## src/rtl/counter_final_adder.sv

```systemverilog
// Free-running up-counter; next state is a ripple-carry chain adding STEP to the count.
// Optional terminal-count flag tc is built only when COUNTER_TERMINAL_COUNT_EN is defined.
module counter_final_adder #(
  parameter int unsigned WIDTH = 4,
  parameter int unsigned STEP  = 1
) (
  input  logic             CLK,
  input  logic             reset,
`ifdef COUNTER_TERMINAL_COUNT_EN
  output logic             tc,
`endif
  output logic [WIDTH-1:0] out
);

  // Only the low WIDTH bits of STEP take part; higher bits wrap away.
  localparam logic [WIDTH-1:0] StepBits = WIDTH'(STEP);

  logic [WIDTH-1:0] r_count;
  logic [WIDTH-1:0] w_next;
  logic             w_carry;

  // Full-adder cells rippling from bit 0; the last carry-out is dropped.
  always_comb begin
    w_next  = '0;
    w_carry = 1'b0;
    for (int i = 0; i < int'(WIDTH); i++) begin
      w_next[i] = r_count[i] ^ StepBits[i] ^ w_carry;
      w_carry   = (r_count[i] & StepBits[i]) | (w_carry & (r_count[i] ^ StepBits[i]));
    end
  end

  always_ff @(posedge CLK) begin
    if (!reset) begin
      r_count <= '0;
    end else begin
      r_count <= w_next;
    end
  end

  assign out = r_count;

`ifdef COUNTER_TERMINAL_COUNT_EN
  assign tc = reset & (&r_count);
`endif

endmodule

```

## config.mk

```make
export PLATFORM = sky130hd
export DESIGN_NAME = counter_final_adder
export DESIGN_NICKNAME = d
export VERILOG_FILES = /design/src/rtl/counter_final_adder.sv
export SDC_FILE = /design/constraint.sdc
export NUM_CORES = 1
export LEC_CHECK = 0
export BUFFER_PORTS_ARGS = -buffer_cell sky130_fd_sc_hd__buf_4
export CAP_MARGIN = 0
export CELL_PAD_IN_SITES_DETAIL_PLACEMENT = 0
export CELL_PAD_IN_SITES_GLOBAL_PLACEMENT = 1
export CORE_AREA = 2 2 39 41
export DETAILED_ROUTE_END_ITERATION = 12
export DIE_AREA = 0 0 41 43
export PLACE_DENSITY = 0.3
export SLEW_MARGIN = 40
export SYNTH_ARGS = -nofsm -noshare
export SYNTH_HDL_FRONTEND = slang
export SYNTH_SLANG_ARGS = --single-unit
```

## constraint.sdc

```tcl
create_clock -name CLK -period 1.4 [get_ports CLK]
set_input_delay 0.28 -clock CLK [delete_from_list [all_inputs] [get_ports CLK]]
set_output_delay 0.28 -clock CLK [all_outputs]
set_load 0.03 [all_outputs]
```

==> metrics.md, run 1 <==
| Metric | Value |
|---|---|
| Number of global-route vias before repair | `110` |
| Simple-Gate Fraction of Synth Area | `18.0%` |
| Area delta synth->final | `57.7%` |
| Die area | `1760 µm²` |
| Sequential Power Share | `41.9%` |
| Final std cells w/o fill | `35` |
| Antenna Violating Nets Remaining | `0` |
| R2R Path End | `out[3]` |
| GRT Total Usage | `4.32%` |
| Mux contribution to synthesized area | `0%` |
| Final slew viol count | `0` |
| CTS tree | `yes` |
| Global-route wire length before repair | `434 µm` |
| Hold Crit Depth | `2` |
| Worst reg2reg startpoint | `out[0]` |
| CP Capture Type | `register` |
| Core Area | `1380 µm²` |
| Final setup viols | `0` |
| Clock Skew | `0.00305 ns` |
| Met2 Use GR | `4.06%` |
| Cell family with most CP delay | `adder cells` |
| Hold slack | `0.284 ns` |
| Post-CTS sizing | `0` |
| Root Driver | `clkbuf_4` |
| Buf/Inv on CP | `0` |
| GR Layer Usage met1 | `4.82%` |
| Core Rows | `14` |
| Final TNS setup | `0 ns` |
| Psw | `68.9 µW` |
| I/O Pins | `6` |
| Layout Nets | `25` |
| Vias per inst | `2.86` |
| Critical Path Source Type | `register` |
| Chip width | `41 µm` |
| DRC Markers | `0` |
| Power per Cell Area | `1380 nW/µm²` |
| Internal | `234 µW` |
| Synth Area in Compound Gates | `0%` |
| RSZ-0062 raised after global routing | `false` |
| FMAX | `895 MHz` |
| Crit share post-route | `79.8%` |
| Crit-path max cell delay | `0.32 ns` |
| Drt initial violations | `2` |
| WL/cell | `7.17 µm` |
| Yosys warning count | `0` |
| ANT cells | `0` |
| Clk pwr share | `45.8%` |
| Die H | `43 µm` |
| Syn_nets | `15` |
| Critical path data arrival time | `1.24 ns` |
| Clock Latency Late Sink | `0.23 ns` |
| Pwr Total | `302 µW` |
| Vias | `100` |
| Clock sink count | `4` |
| Clock Pin Slew Worst Setup and Hold Paths | `0.04 ns` |
| Largest family of logic cells by synthesized area | `simple AND/OR/NAND/NOR gates` |
| Flops & latches, synth | `4` |
| Buffer depth of the longest clock path | `2` |
| Req. time, crit path | `1.52 ns` |
| XOR/XNOR Fraction of Synth Area | `6.31%` |
| Total gr overflow | `0` |
| Synth Area in Adders | `18.0%` |
| Final WL | `251 µm` |
| DRT Pass-1 Iters | `2` |
| Post-layout util | `15.8%` |
| Syn Area/Cell | `12.6 µm²` |
| Max reg flops | `4` |
| CTS Hold Bufs | `0` |
| CP max FO | `3` |
| Sw Share | `22.8%` |
| Initial Utilization | `10.0%` |
| Slowest-stage cell, CP | `dfxtp_1` |
| Initial antenna violation count | `0` |
| Critical path class | `register to register` |
| Maximum VDD drop | `457 µV` |
| Max-cap violations | `0` |
| Worst-path cell chain | `ha_1 -> ha_1 -> xor2_1 -> and2_1` |
| Reg2Reg Depth | `4` |
| Fraction of final layout cells sized beyond drive strength 1 | `42.1%` |
| Sequential fraction of the synthesis area | `57.7%` |
| R2R setup slack | `0.28 ns` |
| Postcts setup bufs | `0` |
| Distinct cells, synth | `5` |
| Static leakage | `0.113 nW` |
| Cell repeated most along the worst path | `ha_1` |
| Cell Count Post-Placement | `32` |
| H-tree levels | `1` |
| Synthesized area | `139 µm²` |
| IO Port Bufs | `5` |
| Final hold vios | `0` |
| Combinational Power Share | `12.3%` |
| Relative slew slack | `92.6%` |
| Hold Crit Class | `input pin to register` |
| CTS buffer count | `3` |
| RD Place Congestion | `0.544` |
| Post-synthesis cell count | `11` |
| Min Tclk post-route | `1.12 ns` |
| Hold EP | `out[3]` |
| Pin count of the biggest net entering global routing | `5` |
| Met3 GRT Util | `6.28%` |
| Hold path start | `reset` |
| Most Used Layer, Global Route | `met3` |
| Slew @ Worst Pin | `0.111 ns` |
| Outcome | `finished, final reports clean` |
==> layer usage <==
| metal | wire length (µm) | up-vias |
|---|---|---|
| met1 | 127 | 42 |
| met4 | 0 | 0 |
| met5 | 0 | - |
| met3 | 33 | 0 |
| met2 | 91 | 6 |
| li1 | - | 52 |
==> layout by cell type, fill, tap and decap left out <==
cell type	synthesis	final
buf_4	0	5
ha_1	2	2
nor2b_1	1	1
dfxtp_1	4	4
and2_1	3	3
xor2_1	1	1
clkbuf_4	0	3
==> final cells by class <==
class                           instances  area, µm²
Fill cell                             162       1160
Sequential cell                         4       80.1
Multi-Input combinational cell          7       58.8
Timing Repair Buffer                    5       37.5
Clock buffer                            3       22.5
Tap cell                               16       20.0
==> worst max-delay path by stage <==
stage	start	endpoint	slack, ns	depth (start not counted)
after floorplan	out[0]	out[3]	0.17	4
after global placement	out[0]	out[3]	0.28	4
after detailed placement	out[0]	out[3]	0.28	4
after CTS	out[0]	out[3]	0.27	4
after global routing	out[0]	out[3]	0.22	4
final	out[0]	out[3]	0.28	4
==> power groups by stage <==
stage | clock network, mW | registers [mW] | logic, mW
2_1_floorplan | 0 | 0.142 | 0.00735
3_3_place_gp | 0 | 0.128 | 0.0380
3_5_place_dp | 0 | 0.128 | 0.0381
4_1_cts | 0.148 | 0.127 | 0.0380
5_1_grt | 0.158 | 0.127 | 0.0420
6_report | 0.139 | 0.127 | 0.0373
==> through the flow <==
step / worst slack (ns) / area, µm²
global placement: 0.285 / 196
CTS: 0.273 / 219
global route: 0.220 / 219
finish: 0.283 / 219
detailed placement: 0.284 / 196
floorplan: 0.166 / 139
==> kinds of logic after synthesis <==
logic type,Yosys count
flops,4
fa+ha+maj,2
simple gates,4
xor+xnor,1
==> cell usage after synthesis <==
master   n  area, µm²
and2_1   3       18.8
dfxtp_1  4       80.1
ha_1     2       25.0
nor2b_1  1       6.26
xor2_1   1       8.76
Note: power is estimated with default switching activity, not from simulation.
==> inputs of run 2 (changes only) <==
Clock period 1.4 ns to 1.13 ns, I/O delays scaled along.
==> run 2 against run 1 <==
Against the previous run: routed wire length down 4.0%; final cell count up 2.9%; sequential cell count unchanged; first-iteration DRC count down 50%; highest routed layer unchanged; critical path depth unchanged; design area up 11%; fmax up 5.1%; count of clock-buffer cells in the layout up 1; clock power up 38%; via count up 2.0%; largest cell class unchanged.
==> metrics.md, run 2 (synthesis gave the netlist of run 1 again) <==
| Metric | Value |
|---|---|
| Final Cell Area | `243 µm²` |
| Psw | `94.6 µW` |
| Relative slew slack | `93.0%` |
| Slew @ Worst Pin | `0.104 ns` |
| Maximum VDD drop | `755 µV` |
| CP max FO | `3` |
| Hold Crit Class | `input pin to register` |
| Hold path start | `reset` |
| Min Tclk post-route | `1.06 ns` |
| Fraction of final layout cells sized beyond drive strength 1 | `60.0%` |
| RSZ-0062 raised after global routing | `false` |
| Die area | `1760 µm²` |
| Pin count of the biggest net entering global routing | `5` |
| Layout Nets | `25` |
| Final setup viols | `0` |
| I/O Pins | `6` |
| Met3 GRT Util | `6.28%` |
| Most frequent cells in the layout | `5 x buf_4, 3 x and2_1, 3 x clkbuf_4` |
| Final WL | `241 µm` |
| Req. time, crit path | `1.25 ns` |
| Power per Cell Area | `1650 nW/µm²` |
| Static leakage | `0.111 nW` |
| DRC Markers | `0` |
| Final TNS setup | `0 ns` |
| Area delta synth->final | `74.8%` |
| Reg area | `85.1 µm²` |
| ANT cells | `0` |
| Vias per inst | `2.83` |
| Clk pwr share | `47.8%` |
| Vias | `102` |
| Sw Share | `23.6%` |
| Met2 Use GR | `3.44%` |
| Clock Skew | `0.00329 ns` |
| GRT Total Usage | `4.32%` |
| Clock Latency Late Sink | `0.23 ns` |
| Initial Utilization | `10.0%` |
| Critical path data arrival time | `1.19 ns` |
| Antenna Violating Nets Remaining | `0` |
| Core Rows | `14` |
| Clock sink count | `4` |
| DRT Pass-1 Iters | `2` |
| Die H | `43 µm` |
| Max-cap violations | `0` |
| Drt initial violations | `1` |
| Chip width | `41 µm` |
| Buffer depth of the longest clock path | `2` |
| Max reg flops | `4` |
| CTS tree | `yes` |
| Final slew viol count | `0` |
| CTS Hold Bufs | `0` |
| FMAX | `941 MHz` |
| Internal | `307 µW` |
| WL/cell | `6.69 µm` |
| Sequential Power Share | `39.9%` |
| Initial antenna violation count | `0` |
| H-tree levels | `1` |
| R2R Path End | `out[3]` |
| IO Port Bufs | `5` |
| Critical Path Source Type | `register` |
| Footprint of the multi-input gates | `73.8 µm²` |
| Combinational Power Share | `12.3%` |
| Outcome | `finished, final reports clean` |
| Root Driver | `clkbuf_4` |
| Core Area | `1380 µm²` |
| Total gr overflow | `0` |
| GR Layer Usage met1 | `5.48%` |
| Final hold vios | `0` |
| Reg2Reg Depth | `4` |
| Most Used Layer, Global Route | `met3` |
| Hold EP | `out[1]` |
| Leading cell type in the layout, fill and taps excluded | `buf_4` |
| CTS buffer count | `3` |
| CP Capture Type | `register` |
| Area after DPL | `214 µm²` |
| Global-route wire length before repair | `434 µm` |
| Number of global-route vias before repair | `117` |
| Clock Pin Slew Worst Setup and Hold Paths | `0.04 ns` |
| R2R setup slack | `0.07 ns` |
| RD Place Congestion | `0.548` |
| Layout filler cell count | `161` |
| Hold Crit Depth | `2` |
| Crit share post-route | `94.1%` |
| Worst reg2reg startpoint | `out[0]` |
| Postcts setup bufs | `0` |
| Critical path class | `register to register` |
## run 2: changes by cell type in the layout (fill, tap and decap cells not counted)
cell / previous run / this run
dfxtp_2: 0 / 1
ha_2: 0 / 1
ha_1: 2 / 0
dfxtp_4: 0 / 1
dfxtp_1: 4 / 2
ha_4: 0 / 1
clkbuf_1: 0 / 1
## run 2: critical path: stages, from the launching register on
cell,delay (ns)
dfxtp_4,0.35
ha_4,0.15
ha_2,0.16
xor2_1,0.15
and2_1,0.15
## run 2: how the worst max path moves through the flow
stage | startpoint | end | slack, ns
2_1_floorplan | out[1] | out[3] | 0.01
3_3_place_gp | out[0] | out[3] | 0.04
3_5_place_dp | out[0] | out[3] | 0.05
4_1_cts | out[0] | out[3] | 0.03
5_1_grt | out[0] | out[3] | 0.02
6_report | out[0] | out[3] | 0.07
## run 2: through the flow
| step | utilization (%) | hold slack (ns) | worst slack, ns | total power, mW | instances |
|---|---|---|---|---|---|
| 4_1_cts | 17.4 | 0.223 | 0.0340 | 0.415 | 36 |
| 5_1_grt | 17.5 | 0.241 | 0.0200 | 0.431 | 36 |
| 6_report | 17.5 | 0.224 | 0.0668 | 0.401 | 36 |
| 3_5_place_dp | 15.5 | 0.434 | 0.0495 | 0.213 | 32 |
| 2_1_floorplan | - | 0.348 | 0.0106 | 0.190 | 11 |
| 3_3_place_gp | 15.5 | 0.438 | 0.0416 | 0.211 | 32 |
## run 2: final cells by class
cell class | count | area share [%]
clock buffers | 4 | 10.8
multi-input cells | 7 | 30.4
flip-flops and latches | 4 | 35.1
repair buffers | 5 | 15.5
well taps | 16 | 8.25
## run 2: routing by layer
layer  vias to the layer above  wire [µm]
met5                         -          0
met4                         0          0
met3                         0         32
met2                         6         89
met1                        42        118
li1                         54          -
## run 2: power by group through the flow
stage          registers, mW  clock network (mW)  logic (mW)
2_1_floorplan          0.180                   0      0.0104
3_3_place_gp           0.162                   0      0.0484
3_5_place_dp           0.162                   0      0.0509
4_1_cts                0.160               0.204      0.0510
5_1_grt                0.161               0.211      0.0584
6_report               0.160               0.192      0.0495
## run 2: timing repair
item | in CTS | in global routing
resized for setup | 0 | 1
endpoints found under the setup margin | 0 | 1
hold endpoints to repair | 0 | 0
